### config.mk
export PLATFORM = sky130hd
export DESIGN_NAME = proc_ctrl_fsm
export DESIGN_NICKNAME = d
export VERILOG_FILES = /design/src/rtl/proc_ctrl_pkg.sv /design/src/rtl/proc_ctrl_fsm_dec3to8.sv /design/src/rtl/proc_ctrl_fsm.sv
export SDC_FILE = /design/constraint.sdc
export NUM_CORES = 1
export LEC_CHECK = 0
export BUFFER_PORTS_ARGS = -buffer_cell sky130_fd_sc_hd__buf_2
export CAP_MARGIN = 20
export CORE_MARGIN = 3
export CORE_UTILIZATION = 41
export CTS_CLUSTER_SIZE = 24
export DETAILED_ROUTE_END_ITERATION = 16
export HOLD_SLACK_MARGIN = 0.1
export PLACE_DENSITY_LB_ADDON = 0.05
export SLEW_MARGIN = 25
export SYNTH_ARGS = -nofsm -noshare
export SYNTH_HDL_FRONTEND = slang
export SYNTH_SLANG_ARGS = --single-unit
### constraint.sdc
create_clock -name P_clock -period 1.7 [get_ports P_clock]
set_clock_uncertainty 0.15 [all_clocks]
set_input_delay 0.085 -clock P_clock [delete_from_list [all_inputs] [get_ports P_clock]]
set_output_delay 0.085 -clock P_clock [all_outputs]
set_load 0.01 [all_outputs]
### src/rtl/proc_ctrl_pkg.sv
// Shared opcode and FSM step encodings for the processor control unit.
package proc_ctrl_pkg;

    localparam logic [1:0] OP_MV  = 2'b00;
    localparam logic [1:0] OP_MVI = 2'b01;
    localparam logic [1:0] OP_ADD = 2'b10;
    localparam logic [1:0] OP_SUB = 2'b11;

    localparam logic [1:0] T0 = 2'd0;
    localparam logic [1:0] T1 = 2'd1;
    localparam logic [1:0] T2 = 2'd2;
    localparam logic [1:0] T3 = 2'd3;

endpackage

### src/rtl/proc_ctrl_fsm_dec3to8.sv
// 3-to-8 one-hot decoder with enable; selects a register from an IR field.
module dec3to8 (
    input  logic [2:0] w,
    input  logic       en,
    output logic [7:0] y
);

    assign y = en ? (8'b0000_0001 << w) : 8'b0000_0000;

endmodule

### src/rtl/proc_ctrl_fsm.sv
// Multi-cycle control FSM for the 8-register shared-bus datapath (mv/mvi/add/sub).
// Define PROC_CTRL_ICNT_EN to add the completed-instruction counter port instr_count.
module proc_ctrl_fsm
    import proc_ctrl_pkg::*;
#(
    parameter int DATA_W = 8,
    parameter int CNT_W  = 16
) (
    input  logic              P_clock,
    input  logic              reset,
    input  logic              Run,
    input  logic [DATA_W-1:0] DIN,
    output logic [7:0]        IR,
    output logic [7:0]        Rin,
    output logic [7:0]        Rout,
    output logic              DINout,
    output logic              Gout,
    output logic              Ain,
    output logic              Gin,
    output logic              AddSub,
    output logic              Done,
    output logic              Busy
`ifdef PROC_CTRL_ICNT_EN
    ,
    output logic [CNT_W-1:0]  instr_count
`endif
);

    logic [1:0] state;
    logic [1:0] state_nxt;
    logic [7:0] x_oh;
    logic [7:0] y_oh;
    logic [1:0] op;

    assign op = IR[7:6];

    dec3to8 u_dec_x (
        .w  (IR[5:3]),
        .en (1'b1),
        .y  (x_oh)
    );

    dec3to8 u_dec_y (
        .w  (IR[2:0]),
        .en (1'b1),
        .y  (y_oh)
    );

    // Run is only honoured in T0; IR is frozen for the rest of the instruction.
    always_ff @(posedge P_clock or posedge reset) begin
        if (reset) begin
            state <= T0;
            IR    <= 8'h00;
        end else begin
            state <= state_nxt;
            if (state == T0 && Run) begin
                IR <= DIN[7:0];
            end
        end
    end

    always_comb begin
        state_nxt = T0;
        Rin       = 8'h00;
        Rout      = 8'h00;
        DINout    = 1'b0;
        Gout      = 1'b0;
        Ain       = 1'b0;
        Gin       = 1'b0;
        AddSub    = 1'b0;
        Done      = 1'b0;
        case (state)
            T0: begin
                state_nxt = Run ? T1 : T0;
            end
            T1: begin
                case (op)
                    OP_MV: begin
                        Rout = y_oh;
                        Rin  = x_oh;
                        Done = 1'b1;
                    end
                    OP_MVI: begin
                        DINout = 1'b1;
                        Rin    = x_oh;
                        Done   = 1'b1;
                    end
                    default: begin
                        Rout      = x_oh;
                        Ain       = 1'b1;
                        state_nxt = T2;
                    end
                endcase
            end
            T2: begin
                // Only add/sub can reach T2; anything else falls back to T0 harmlessly.
                if (op == OP_ADD || op == OP_SUB) begin
                    Rout      = y_oh;
                    Gin       = 1'b1;
                    AddSub    = IR[6];
                    state_nxt = T3;
                end
            end
            T3: begin
                if (op == OP_ADD || op == OP_SUB) begin
                    Gout = 1'b1;
                    Rin  = x_oh;
                    Done = 1'b1;
                end
            end
            default: state_nxt = T0;
        endcase
    end

    assign Busy = (state != T0);

`ifdef PROC_CTRL_ICNT_EN
    always_ff @(posedge P_clock or posedge reset) begin
        if (reset) begin
            instr_count <= '0;
        end else if (Done) begin
            instr_count <= instr_count + CNT_W'(1);
        end
    end
`else
    logic [CNT_W-1:0] unused_cnt_w;
    assign unused_cnt_w = '0;
`endif

endmodule
## After elaboration in Yosys (flattened, before gate mapping)

Cells that the tools add are included.

| cells by class | value |
|---|---|
| divide/modulo/power cells | 0 |
| bitwise logic cells | 0 |
| muxes and demuxes | 21 |
| multipliers | 0 |
| order comparisons | 0 |
| reductions and logical operators | 6 |
| shift operators | 2 |
| add/subtract/negate cells | 0 |
| equal/unequal tests | 6 |

Operator list:

| operator | count |
|---|---|
| $pmux W8 S2 | 3 |
| $mux W8 | 3 |
| $shl A1 B3 Y8 const A | 2 |
| $mux W1 | 11 |
| $eq A2 B2 Y1 const B | 4 |
| $pmux W2 S3 | 1 |
| $eq A2 B1 Y1 const B | 2 |
| $logic_not A2 Y1 | 2 |
| $mux W2 | 2 |
| $pmux W1 S2 | 1 |
| $reduce_bool A2 Y1 | 1 |
| $reduce_or A2 Y1 | 1 |
| $logic_and A1 B1 Y1 | 1 |
| $logic_or A1 B1 Y1 | 1 |

| word-level totals | value |
|---|---|
| bits in writable memories | 0 |
| word-level logic and storage cells | 37 |
| memories kept | 0 |
| output and inout port bits | 31 |
| flip-flop bits (word level) | 10 |
| ROM bits | 0 |
| bits of input ports | 11 |
| latch bits | 0 |

## Depth between registers and ports, before layout

| depth | value |
|---|---|
| depth in word-level cells | 4 |
| depth in mapped cells | 6 |
| mapped depth without buffers | 6 |

## Cells and area by module

A second synthesis with hierarchy kept.

| second synthesis, totals | value |
|---|---|
| cell total of the unflattened synthesis | 104 |
| area total of the unflattened synthesis | 1,006.0 um^2 |

Modules (own cells, without submodules):

| module | area each (um^2) | seq. area each (um^2) | times used | cells an instance |
|---|---|---|---|---|
| proc_ctrl_fsm | 815.8 | 250.2 | 1 | 88 |
| dec3to8 | 95.1 | 0.0 | 2 | 8 |

## Worst setup path before layout

No wires, ideal clock.

| path | value |
|---|---|
| path kind | register -> output |
| from | register state[0] |
| to | output port Rout[0] |
| required time | 1.465 ns |
| setup slack | 0.035 ns |
| buffers on the path | 0 |
| stages on the path, launching flop included | 5 |
| arrival time | 1.430 ns |
| cell sequence | dfrtp_1 inv_1 ha_1 or3b_1 o32ai_2 |

| on the way | value |
|---|---|
| longest elaborated chain between the ends | 2 |
| elaborated cells between the ends (all ways) | 3 |
| those cells by class | eq/ne (2); mux (1) |

Ends and longest elaborated chain:

| what | RTL line | RTL |
|---|---|---|
| from (decl) | proc_ctrl_fsm.sv:29 | `logic [1:0] state;` |
| from (signal assigned) | proc_ctrl_fsm.sv:55 | `state <= state_nxt;` |
| $eq A2 B2 Y1 or $eq A2 B1 Y1 (tied branches) | proc_ctrl_fsm.sv:72 | `case (state)` |
| $pmux W8 S2 * | proc_ctrl_fsm.sv:72 |  |
| to (decl) | proc_ctrl_fsm.sv:15 | `output logic [7:0] Rout,` |

Mark *: on every way between the ends. The rest lies on a longest branch, timed or not.

## Worst setup path after layout

Same ends and word-level chain as after synthesis.

==> impl_results.html <==
<table>
<tr><th>Metric</th><th>Value</th></tr>
<tr><th colspan="2">GRT</th></tr>
<tr><td>Maximum number of pins on one net before global-route repair</td><td>11</td></tr>
<tr><td>Number of global-route vias before repair</td><td>677</td></tr>
<tr><td>Aggregate global-route resource usage</td><td>19.8%</td></tr>
<tr><td>First-pass GRT wire length</td><td>2940 um</td></tr>
<tr><td>Initial antenna violation count</td><td>0</td></tr>
<tr><td>Aggregate global routing overflow</td><td>0</td></tr>
<tr><th colspan="2">Detailed routing</th></tr>
<tr><td>Average detailed-routed wire length per instance</td><td>13.4 um</td></tr>
<tr><td>Post-route DRC violation count</td><td>0</td></tr>
<tr><td>Drt total wl</td><td>1990 um</td></tr>
<tr><td>DRT iter0 DRCs</td><td>1</td></tr>
<tr><td>Residual antenna-violating net count after detailed routing</td><td>0</td></tr>
<tr><td>Drt via density</td><td>5.23</td></tr>
<tr><td>Pre-antenna DRT Iters</td><td>4</td></tr>
<tr><td>Vias</td><td>779</td></tr>
<tr><th colspan="2">Critical path</th></tr>
<tr><td>FF-to-FF Start</td><td>state[0]</td></tr>
<tr><td>Category of the most critical setup path</td><td>flop to primary output</td></tr>
<tr><td>Required time at the endpoint of the critical path</td><td>1.46 ns</td></tr>
<tr><td>Cells on worst reg2reg path</td><td>4</td></tr>
<tr><td>Kind of start point of the critical path</td><td>flop</td></tr>
<tr><td>Critical path fanouts, max</td><td>3</td></tr>
<tr><td>Arrival time worst endpoint</td><td>1.72 ns</td></tr>
<tr><td>Worst r2r dst</td><td>IR[4]</td></tr>
<tr><td>Critical path capture point type</td><td>primary output</td></tr>
<tr><td>Setup slack of the worst register-to-register path</td><td>0.15 ns</td></tr>
<tr><th colspan="2">Synth</th></tr>
<tr><td>Synthesized netlist net count</td><td>85</td></tr>
<tr><td>Number of storage elements in the synthesis netlist</td><td>10</td></tr>
<tr><td>Post-Syn Instances</td><td>69</td></tr>
<tr><td>Area of the mapped netlist</td><td>676 um2</td></tr>
<tr><td>Warnings from Yosys</td><td>0</td></tr>
<tr><td>Synthesized area per cell</td><td>9.79 um2</td></tr>
<tr><td>Post-synth ARST share</td><td>100%</td></tr>
<tr><td>Cell taking the most area after synthesis</td><td>dfrtp_1</td></tr>
<tr><td>EDFF count, synth</td><td>0</td></tr>
<tr><td>Number of distinct library cell variants in the gate-level netlist after synthesis</td><td>21</td></tr>
<tr><td>Commonest cells in the synthesized netlist</td><td>10 x dfrtp_1, 10 x nor2_1, 9 x mux2_2</td></tr>
<tr><td>Proportion of netlist area held by the largest area contributor</td><td>37.0%</td></tr>
<tr><td>Register area share after synthesis</td><td>37.0%</td></tr>
<tr><td>Main flop type after synthesis</td><td>dfrtp_1</td></tr>
<tr><td>Top cells by area in the synthesized netlist</td><td>dfrtp_1 37%, mux2_2 15%, ha_1 9.3%</td></tr>
<tr><th colspan="2">Timing</th></tr>
<tr><td>Max Slew Vio Count</td><td>0</td></tr>
<tr><td>RSZ-0062 raised after global routing</td><td>yes</td></tr>
<tr><td>Final hold violations</td><td>0</td></tr>
<tr><td>FMAX</td><td>511 MHz</td></tr>
<tr><td>Final setup violation count</td><td>17</td></tr>
<tr><td>Slew @ Worst Pin</td><td>0.359 ns</td></tr>
<tr><td>Rel. slew slack</td><td>76.0%</td></tr>
<tr><td>Final sum of negative setup slack</td><td>-3.15 ns</td></tr>
<tr><td>Period minus WS final</td><td>1.96 ns</td></tr>
<tr><td>Final worst-path cycle share</td><td>115%</td></tr>
<tr><td>Final Worst Setup Slack</td><td>-0.257 ns</td></tr>
<tr><th colspan="2">CTS</th></tr>
<tr><td>Deepest clock path buffer count</td><td>2</td></tr>
<tr><td>Clock tree from TritonCTS</td><td>done</td></tr>
<tr><td>Clock latency of the later-clocked register in the worst-skew pair</td><td>0.26 ns</td></tr>
<tr><td>Count of clock tree sinks</td><td>10</td></tr>
<tr><td>CTS Buf Count</td><td>3</td></tr>
<tr><td>H-Tree Level Count</td><td>1</td></tr>
<tr><td>Clock root buffer master</td><td>clkbuf_4</td></tr>
<tr><td>Clock-pin slew of the registers on the worst-case setup and hold paths</td><td>0.06 ns</td></tr>
<tr><th colspan="2">Power and ir drop</th></tr>
<tr><td>Cell internal pwr</td><td>1.14 mW</td></tr>
<tr><td>Share of power burned in combinational logic</td><td>65.7%</td></tr>
<tr><td>Sw Ratio</td><td>45.2%</td></tr>
<tr><td>Total power divided by cell area</td><td>1710 nW/um2</td></tr>
<tr><td>Clock power frac</td><td>7.0%</td></tr>
<tr><td>Sequential group share of total power</td><td>27.3%</td></tr>
<tr><td>Pwr Total</td><td>2.08 mW</td></tr>
<tr><td>Switching pwr</td><td>942 uW</td></tr>
<tr><td>Leakage power summed over all cells</td><td>0.622 nW</td></tr>
<tr><td>Worst VDD drop</td><td>1070 uV</td></tr>
<tr><th colspan="2">Final layout</th></tr>
<tr><td>Fin area</td><td>1220 um2</td></tr>
<tr><td>Count of antenna diodes in the layout</td><td>0</td></tr>
<tr><td>Area growth from synthesis to layout</td><td>80.6%</td></tr>
<tr><td>End-of-flow core utilization</td><td>80.0%</td></tr>
<tr><td>Nets</td><td>151</td></tr>
<tr><td>Share of post-route cells with drive strength above 1</td><td>66.9%</td></tr>
<tr><th colspan="2">Floorplanning</th></tr>
<tr><td>Die Footprint</td><td>2170 um2</td></tr>
<tr><td>Die boundary width</td><td>46.6 um</td></tr>
<tr><td>Initial core utilization</td><td>44.3%</td></tr>
<tr><td>Core area</td><td>1520 um2</td></tr>
<tr><td>Boundary Pins</td><td>42</td></tr>
<tr><td>Die height</td><td>46.6 um</td></tr>
<tr><td>Row count</td><td>14</td></tr>
<tr><th colspan="2">Placement</th></tr>
<tr><td>Post-Place Setup Slack</td><td>-0.119 ns</td></tr>
<tr><td>Standard cell area after detailed placement</td><td>931 um2</td></tr>
<tr><td>Final HPWL DP</td><td>1400 um</td></tr>
<tr><td>Quantity of I/O buffers inserted on ports</td><td>41</td></tr>
<tr><td>Placer congestion estimate</td><td>0.743</td></tr>
<tr><th colspan="2">Run status</th></tr>
<tr><td>Run status</td><td>finished with violations</td></tr>
<tr><td>Violations in the final reports</td><td>setup timing</td></tr>
<tr><th colspan="2">Run</th></tr>
<tr><td>Reported max-cap violation count</td><td>0</td></tr>
<tr><th colspan="2">Min path</th></tr>
<tr><td>Worst hold path type</td><td>primary input to asynchronous set/reset pin</td></tr>
</table>
[power groups by stage]
stage / combinational [mW] / sequential (mW) / clock [mW]
after global placement: 0.989 / 0.526 / 0
after CTS: 1.24 / 0.559 / 0.153
after floorplan: 0.587 / 0.545 / 0
after global routing: 1.48 / 0.590 / 0.169
final: 1.37 / 0.569 / 0.147
after detailed placement: 1.01 / 0.541 / 0
[repair_timing]
item,4_1_cts,5_1_grt
setup buffers,5,3
hold buffers,9,0
pin swaps,5,4
endpoints found under the hold margin,18,0
endpoints found under the setup margin,16,18
resized for setup,18,9
[worst max-delay path by stage]
| stage | cells after the start | startpoint | to |
|---|---|---|---|
| final | 5 | state[0] | Rout[0] |
| after global routing | 5 | state[1] | Rout[0] |
| after CTS | 5 | state[0] | Rout[0] |
| after detailed placement | 6 | state[1] | Rout[5] |
| after floorplan | 4 | state[0] | Rout[0] |
| after global placement | 6 | state[1] | Rout[1] |
[worst max-delay path, cell delays in order, from the launching register on]
cell and delay [ns]:
dfrtp_1 0.39, inv_2 0.07, ha_4 0.26, or3b_4 0.38, o32ai_2 0.20, buf_2 0.17
[state kept, by name, indices dropped and copies added, names as in the netlist]
register	cells
IR	8
state	2
[cell type report]
cell class / instances / area, um2
Clock buffer: 3 / 22.5
Fill cell: 111 / 304
Inverter: 5 / 18.8
Timing Repair Buffer: 61 / 388
Sequential cell: 10 / 250
Tap cell: 16 / 20.0
Multi-Input combinational cell: 54 / 520
[cell families (layout without fill, tap and decap cells)]
kind of cell             count (synthesis)  count (layout)  synth area share (%)
buffers and inverters                    5              69                  2.78
AO/OA/AOI/OAI                           10              10                  11.5
adder cells (fa/ha/maj)                  5               5                  9.26
AND/OR/NAND/NOR                         30              30                  24.4
multiplexers                             9               9                  15.0
flip-flops                              10              10                  37.0
[layer usage]
metal	GRT usage, %	wire length [um]	share of wire (%)
met4	13.6	44	2.2
met3	2.34	132	6.6
met5	0	0	0
met2	33.8	1050	53
met1	22.5	760	38
[metrics by stage]
step | hold slack (ns) | std cells
final | 0.186 | 149
after global routing | 0.215 | 149
after CTS | 0.187 | 147
after detailed placement | -0.0851 | 130
after global placement | -0.0781 | 130
after floorplan | -0.225 | 69
[layout by cell type, fill, tap and decap left out]
master	n
and3_2	1
and2_2	2
or2_2	1
nand2_1	2
nand3_1	1
nor2_1	9
inv_2	3
clkbuf_4	3
mux2_2	8
o32ai_2	4
dlygate4sd3_1	9
inv_1	2
o22ai_1	4
buf_4	10
and3b_2	1
mux2_4	1
buf_2	40
o21ai_2	1
ha_4	3
ha_2	1
nor2_4	1
a21oi_1	1
ha_1	1
buf_6	2
nand2b_4	1
nand2_4	1
or3b_4	1
nand2b_1	2
nor3b_4	1
dfrtp_1	10
nand3_2	1
nor2_2	1
nand3b_1	3
nand2_2	1
Note: power is estimated with default switching activity, not from simulation.
